<file path="src/rtl/sequential_divider_32.sv">
// Multicycle signed divider: radix-2 restoring division on magnitudes, one trial
// subtraction per cycle, with the signs fixed up once the magnitudes are done.
module sequential_divider_32 #(
    parameter int WIDTH = 32
) (
    input  logic             clock,
    input  logic             reset_n,
    input  logic             ctrl_div,
    input  logic [WIDTH-1:0] data_operandA,
    input  logic [WIDTH-1:0] data_operandB,
    output logic [WIDTH-1:0] data_result,
    output logic [WIDTH-1:0] data_remainder,
    output logic             data_exception,
    output logic             data_resultRDY,
    output logic             busy
);
    localparam int CW = $clog2(WIDTH + 1);

    typedef enum logic [1:0] {IDLE, RUN, FIX, DONE} state_t;

    state_t           state, state_nxt;
    logic [WIDTH:0]   rem, shifted, trial;
    logic [WIDTH-1:0] quo, divisor, abs_a, abs_b;
    logic [CW-1:0]    cnt;
    logic             sign_q, sign_r, exc, div_zero;

    assign abs_a    = data_operandA[WIDTH-1] ? (~data_operandA + WIDTH'(1)) : data_operandA;
    assign abs_b    = data_operandB[WIDTH-1] ? (~data_operandB + WIDTH'(1)) : data_operandB;
    assign div_zero = (data_operandB == '0);

    // rem < divisor <= 2^(WIDTH-1), so the shifted value never reaches bit WIDTH
    // and trial[WIDTH] is a reliable sign bit.
    assign shifted = {rem[WIDTH-1:0], quo[WIDTH-1]};
    assign trial   = shifted - {1'b0, divisor};

    assign busy = (state != IDLE) || data_resultRDY;

    always_ff @(posedge clock) begin
        if (!reset_n) state <= IDLE;
        else          state <= state_nxt;
    end

    always_comb begin
        state_nxt = state;
        if (ctrl_div) begin
            state_nxt = div_zero ? DONE : RUN;
        end else begin
            case (state)
                RUN:     if (cnt == CW'(WIDTH - 1)) state_nxt = FIX;
                FIX:     state_nxt = DONE;
                DONE:    state_nxt = IDLE;
                default: state_nxt = IDLE;
            endcase
        end
    end

    always_ff @(posedge clock) begin
        if (!reset_n) begin
            rem            <= '0;
            quo            <= '0;
            divisor        <= '0;
            cnt            <= '0;
            sign_q         <= 1'b0;
            sign_r         <= 1'b0;
            exc            <= 1'b0;
            data_result    <= '0;
            data_remainder <= '0;
            data_exception <= 1'b0;
            data_resultRDY <= 1'b0;
        end else begin
            data_resultRDY <= 1'b0;
            if (ctrl_div) begin
                sign_q  <= data_operandA[WIDTH-1] ^ data_operandB[WIDTH-1];
                sign_r  <= data_operandA[WIDTH-1];
                divisor <= abs_b;
                cnt     <= '0;
                if (div_zero) begin
                    quo <= '0;
                    rem <= {1'b0, data_operandA};
                    exc <= 1'b1;
                end else begin
                    quo <= abs_a;
                    rem <= '0;
                    exc <= 1'b0;
                end
            end else begin
                case (state)
                    RUN: begin
                        cnt <= cnt + CW'(1);
                        if (!trial[WIDTH]) begin
                            rem <= trial;
                            quo <= {quo[WIDTH-2:0], 1'b1};
                        end else begin
                            rem <= shifted;
                            quo <= {quo[WIDTH-2:0], 1'b0};
                        end
                    end
                    FIX: begin
                        quo <= sign_q ? -quo : quo;
                        rem <= {1'b0, sign_r ? -rem[WIDTH-1:0] : rem[WIDTH-1:0]};
                    end
                    default: ;
                endcase
            end
            // Outputs load from the internal registers' old values, so a restart
            // accepted in DONE still reports the finished operation.
            if (state == DONE) begin
                data_result    <= quo;
                data_remainder <= rem[WIDTH-1:0];
                data_exception <= exc;
                data_resultRDY <= 1'b1;
            end
        end
    end
endmodule

</file>
<file path="config.mk">
export PLATFORM = sky130hd
export DESIGN_NAME = sequential_divider_32
export DESIGN_NICKNAME = d
export VERILOG_FILES = /design/src/rtl/sequential_divider_32.sv
export SDC_FILE = /design/constraint.sdc
export NUM_CORES = 1
export LEC_CHECK = 0
export ABC_AREA = 1
export CELL_PAD_IN_SITES_DETAIL_PLACEMENT = 1
export CELL_PAD_IN_SITES_GLOBAL_PLACEMENT = 1
export CORE_UTILIZATION = 44
export CTS_CLUSTER_DIAMETER = 120
export DETAILED_ROUTE_END_ITERATION = 6
export PLACE_DENSITY_LB_ADDON = 0.05
export SYNTH_ARGS = -nofsm -noshare
export SYNTH_HDL_FRONTEND = slang
export SYNTH_SLANG_ARGS = --single-unit
</file>
<file path="constraint.sdc">
create_clock -name clock -period 5.7 [get_ports clock]
set_input_delay 0.57 -clock clock [delete_from_list [all_inputs] [get_ports clock]]
set_output_delay 0.57 -clock clock [all_outputs]
set_load 0.03 [all_outputs]
</file>
After elaboration in Yosys (flattened, before gate mapping)
Cells that the tools add are included.
{ "classes": {"n_mul": 0, "shift": 0, "n_mux": 18, "eq_ne": 7, "div_mod_pow": 0, "order_cmp": 0, "n_reduce_logical": 7, "add_sub_neg": 6, "bitwise": 4} }
{ "op_table": {"columns": ["operator", "count"], "rows": [
  ["two-way mux 32 bit", 9],
  ["one-hot mux 32 bit (2 select lines)", 2],
  ["adder 32 x 1 -> 32 bit, second input constant", 2],
  ["negator 32 bit", 2],
  ["NOT 32 bit", 2],
  ["subtractor 33 x 32 -> 33 bit", 1],
  ["logical NOT 32 bit", 1],
  ["!= test 3 bit, second input constant", 3],
  ["adder 6 x 1 -> 6 bit, second input constant", 1],
  ["== test 6 x 5 -> 1 bit, second input constant", 1],
  ["two-way mux 2 bit", 3],
  ["== test 2 bit, second input constant", 2],
  ["one-hot mux 2 bit (2 select lines)", 1],
  ["AND reduction 2 bit", 2],
  ["two-way mux 1 bit", 3],
  ["nonzero test 3 bit", 1],
  ["== test 2 x 1 -> 1 bit, second input constant", 1],
  ["nonzero test 2 bit", 1],
  ["OR reduction 2 bit", 1],
  ["logical OR 1 bit", 1],
  ["NOT 1 bit", 1],
  ["bitwise XOR 1 bit", 1]
]} }
{ "totals": {"input_bits": 67, "output_inout_bits": 67, "regBits": 173, "ram_bits": 0, "latchBits": 0, "word_cells": 54, "memories": 0, "mem_bits_ro": 0} }

Depth between registers and ports, before layout
{ "logic_depth": {"word_depth": 5, "mapped_depth": 21, "ltp_nobuf": 20} }

Worst setup path after synthesis
No wires, ideal clock.
{ "synth_path": {"kind": "register to register", "startpoint": "reg quo[31]", "endpoint": "reg rem[22]", "period_less_slack_ps": 2333, "stages_incl_launch_ff": 21, "t_arrival_ps": 2211, "required_ps": 5578, "setup_slack_ps": 3367, "n_path_buf": 1, "setup_ps": 122, "path_cell_list": "dfxtp_1 -> inv_1 -> ha_1 -> fa_1 -> inv_1 -> nand3_1 -> nand2_2 -> nand2_2 -> nand2_2 -> nand2_2 -> nand2_2 -> nand2_2 -> nand2_2 -> nand2_2 -> nand2_4 -> buf_2 -> nand2_1 -> nand3_1 -> nand2_1 -> nand2_1 -> a21oi_2"} }
{ "synth_between": {"elab_chain_cells": 4} }
{ "synth_rtl": {"columns": ["element", "line_no", "source"], "rows": [
  ["from (decl)", "23", "logic [WIDTH-1:0] quo, divisor, abs_a, abs_b;"],
  ["from (signal assigned)", "82", "quo <= abs_a;"],
  ["from (signal assigned)", "92", "quo <= {quo[WIDTH-2:0], 1'b1};"],
  ["from (signal assigned)", "95", "quo <= {quo[WIDTH-2:0], 1'b0};"],
  ["subtractor 33 x 32 -> 33 bit", "34", "assign trial = shifted - {1'b0, divisor};"],
  ["two-way mux 32 bit", "90", "if (!trial[WIDTH]) begin"],
  ["one-hot mux 32 bit (2 select lines)", "87", "case (state)"],
  ["two-way mux 32 bit", "72", "if (ctrl_div) begin"],
  ["to (signal assigned)", "79", "rem <= {1'b0, data_operandA};"],
  ["to (signal assigned)", "91", "rem <= trial;"],
  ["to (signal assigned)", "94", "rem <= shifted;"],
  ["to (decl)", "22", "logic [WIDTH:0] rem, shifted, trial;"]
]} }
Every way passes these cells.
A chain may end at the register's enable or synchronous reset.

Worst setup path after layout
{ "layout_path": {"startpoint": "reg state[0]", "endpoint": "reg rem[29]"} }
{ "layout_between": {"elab_chain_cells": 3, "elab_cells_between_ends": 7, "cone_classes": "eq/ne: 3; mux: 2; reduce/logical: 2"} }
{ "layout_rtl": {"columns": ["element", "line_no", "source"], "rows": [
  ["from (decl)", "21", "state_t state, state_nxt;"],
  ["from (signal assigned)", "40", "else state <= state_nxt;"],
  ["== test 2 bit / == test 2 x 1 -> 1 bit (equally long branches)", "87", null],
  ["one-hot mux 32 bit (2 select lines), or another cell as far along", "87", null],
  ["two-way mux 32 bit / AND reduction 2 bit (equally long branches)", null, null]
]} }
Several ways; a longest one is shown, not always the timed one.

==> flow_summary.yaml <==
die:
  die_w_um: 176
  num_io_pins: 134
  core_area_sq_um: 29700
  dieArea_sq_um: 30900
  num_rows: 63
  die_h_um: 176
  start_util_pct: 44.7
final_layout:
  regArea_sq_um: 3460
  fin_nets: 2392
  drive_gt1_share_pct: 6.14
  multiInputGateArea_sq_um: 8190
  stdcell_count: 2687
  finalInstanceArea_sq_um: 15500
  final_cell_mix: "nand2_1 (534), inv_1 (322), a21oi_1 (207)"
  mostFrequentLayoutCell: "nand2_1"
  fill_cells: 4168
  synthToLayoutAreaGrowth_pct: 16.3
worst_setup_path:
  crit_path_top_delay_cell: "ha_1"
  worstPathRequired_ns: 6.04
  cp-end-kind: "flop"
  path_cells: "inv_1 > ha_1 > inv_2 > nor2_2 > buf_4 > inv_2 > o21ai_2 > buf_4 > inv_1 > o21ai_0 > a21oi_2"
  worst_path_dominant_cell_family: "buffers and inverters"
  reg2reg_from: "state[0]"
  cpPeakStageDelay_ns: 0.63
  crit_type: "flop to flop"
  crit_buf_inv: 6
  critPathLaunchType: "flop"
  cp.arrival_ns: 4.39
  startpoint: "state[0]"
  crit_fanout: 41
grt:
  grt_pass1_wl_mm: 82.8
  overflow: 0
  grt_max_degree: 83
  track_usage_pct: 34.7
  first_global_vias: 15100
  antenna_found_initial: 0
clock_tree:
  hold_buffers: 0
  clkTransAtPathRegs_ns: 0.08
  clock_path_buffers: 2
  post_cts_resized: 0
  cts_setup_buffers: 0
  cts_htree_levels: 4
  clock_latency_ns: 0.46
  cts_root_buf: "clkbuf_16"
  cts_made_buffers: 17
  cts_num_sinks: 173
  tritoncts: "yes"
timing:
  finalHoldViolations: 0
  setup_violations: 0
  skew_ns: 0.0109
  finalMaxSlewViolations: 0
  whs_ns: 0.493
  tightest_slew_ns: 1.14
  finalCriticalPeriod_ns: 4.05
  max_slew_margin_pct: 23.7
  max_freq_mhz: 247
  rsz0062_at_grt: "no"
  setup_tns_ns: 0
  min_period_over_period_pct: 71.0
routing:
  dr.pass1.iters: 5
  drt_wl_total_mm: 53.5
  drtAntennaViolNets: 0
  route.detailed.drc: 0
  wl_per_cell_um: 19.9
  vias: 15200
  via_per_inst: 5.67
  drt-initial-drc-count: 1033
logic_synthesis:
  yosysWarnings: 0
  seq_area_frac_synth_pct: 26.1
  synth_cells: 2202
  synth_seq_cells: 173
  ys_types: 54
  synth_edf_count: 0
  synthFlopType: "dfxtp_1"
  syn_nets: 2311
  synthArstFlopShare_pct: 0
  mappedNetlistArea_sq_um: 13300
  avgSynthCellArea_sq_um: 6.04
placement:
  hpwl_mm: 41.1
  postPlaceCellArea_sq_um: 14800
  placed_cells: 2654
  gp_congestion: 0.979
  io_buffers: 133
power:
  leakage_uw: 0.00718
  netSwitchingFraction_pct: 46.7
  power_frac_comb_pct: 46.4
  p_per_area_nw_per_um2: 332
  clkPwrFrac_pct: 24.9
  power_frac_seq_pct: 28.6
  design_power_total_uw: 5130
  p_switching_uw: 2390
  p_int_uw: 2730
  peakVddDrop_mv: 0.230
min_path:
  hold_path_class: "flop to flop"
  hold_start: "divisor[0]"
flow_run:
  max-cap-violations: 0
run_status:
  outcome: "finished, final reports clean"
[kinds of logic after synthesis]
logic type | synth area share (%)
buffers and inverters | 12.5
AOI/OAI and AO/OA | 20.8
xor gates and xnor gates | 3.82
adders and majority gates | 4.01
DFF | 26.1
and+or+nand+nor | 32.8
[sequential cells by signal, indices dropped and copies added, names as in the netlist, 2 cells and up]
name,flops
divisor,32
data_remainder,32
cnt,6
rem,32
quo,32
state,2
data_result,32
[metal layers]
layer	up-vias	part of all wire (%)	GRT usage [%]
met5	-	0	0
met4	0	2.7	11.8
met3	92	5.9	5.45
met2	449	46	57.3
met1	7383	45	45.7
li1	7314	-	-
[final cells by class]
class	instances	share of cell area, %
diodes	1	0.0162
clock buffers	19	2.93
clock inverters	13	1.08
inverters	344	8.35
multi-input cells	1604	53.0
flip-flops and latches	173	22.4
well taps	390	3.16
repair buffers	143	9.08
[stage by stage]
stage          util [%]  setup slack (ns)
3_5_place_dp       49.9              1.74
6_report           52.0              1.65
4_1_cts            52.0              1.74
5_1_grt            52.0              1.39
3_3_place_gp       49.9              1.96
2_1_floorplan         -              3.37
[synthesized netlist by cell type, types with 3 or more instances]
library cell    n  area [sq um]
nand2_1       534          2000
inv_2          20          75.1
nand3b_1        4          30.0
a21oi_1       207          1040
nand3_2         5          50.1
o211ai_1       11          82.6
nor3b_1         5          37.5
a31oi_1        23           144
or2_2           4          25.0
o32ai_1         6          52.6
nor3_1         40           200
o21ai_0       193           966
o31ai_1         3          22.5
xnor2_1        13           114
nor3_2          4          40.0
nor2_1        189           709
nand3_1       133           666
inv_1         322          1210
nor4_1          6          37.5
nor2_2         11          68.8
buf_6           3          33.8
dfxtp_1       173          3460
o22ai_1        14          87.6
clkbuf_1       52           195
o21bai_1        5          37.5
o21ai_1         9          45.0
ha_1           41           513
buf_1           6          22.5
nand2_2        11          68.8
xor2_1         45           394
a22oi_1         3          22.5
buf_2          17          85.1
a21oi_2        28           245
nand4_1        34           213
and2_1          4          25.0
[worst paths after layout]
path	slack (ns)	to	cells after the start
worst max-delay path	1.65	rem[29]	11
worst min-delay path	0.49	divisor[0]	2
worst max register to register	1.65	rem[29]	11
worst min register to register	0.49	divisor[0]	2
[worst min-delay path: stages, from the launching register on]
cell and delay [ns]:
dfxtp_1 0.33, nand3_1 0.07, o21ai_0 0.06
[power by group through the flow]
stage	Clock, uW	Combinational [uW]	Sequential (uW)
global route	1330	2640	1480
global placement	0	2250	1490
detailed placement	0	2320	1490
CTS	1290	2340	1460
finish	1280	2380	1470
floorplan	0	1610	1460
Power figures use the tool's default switching activity.
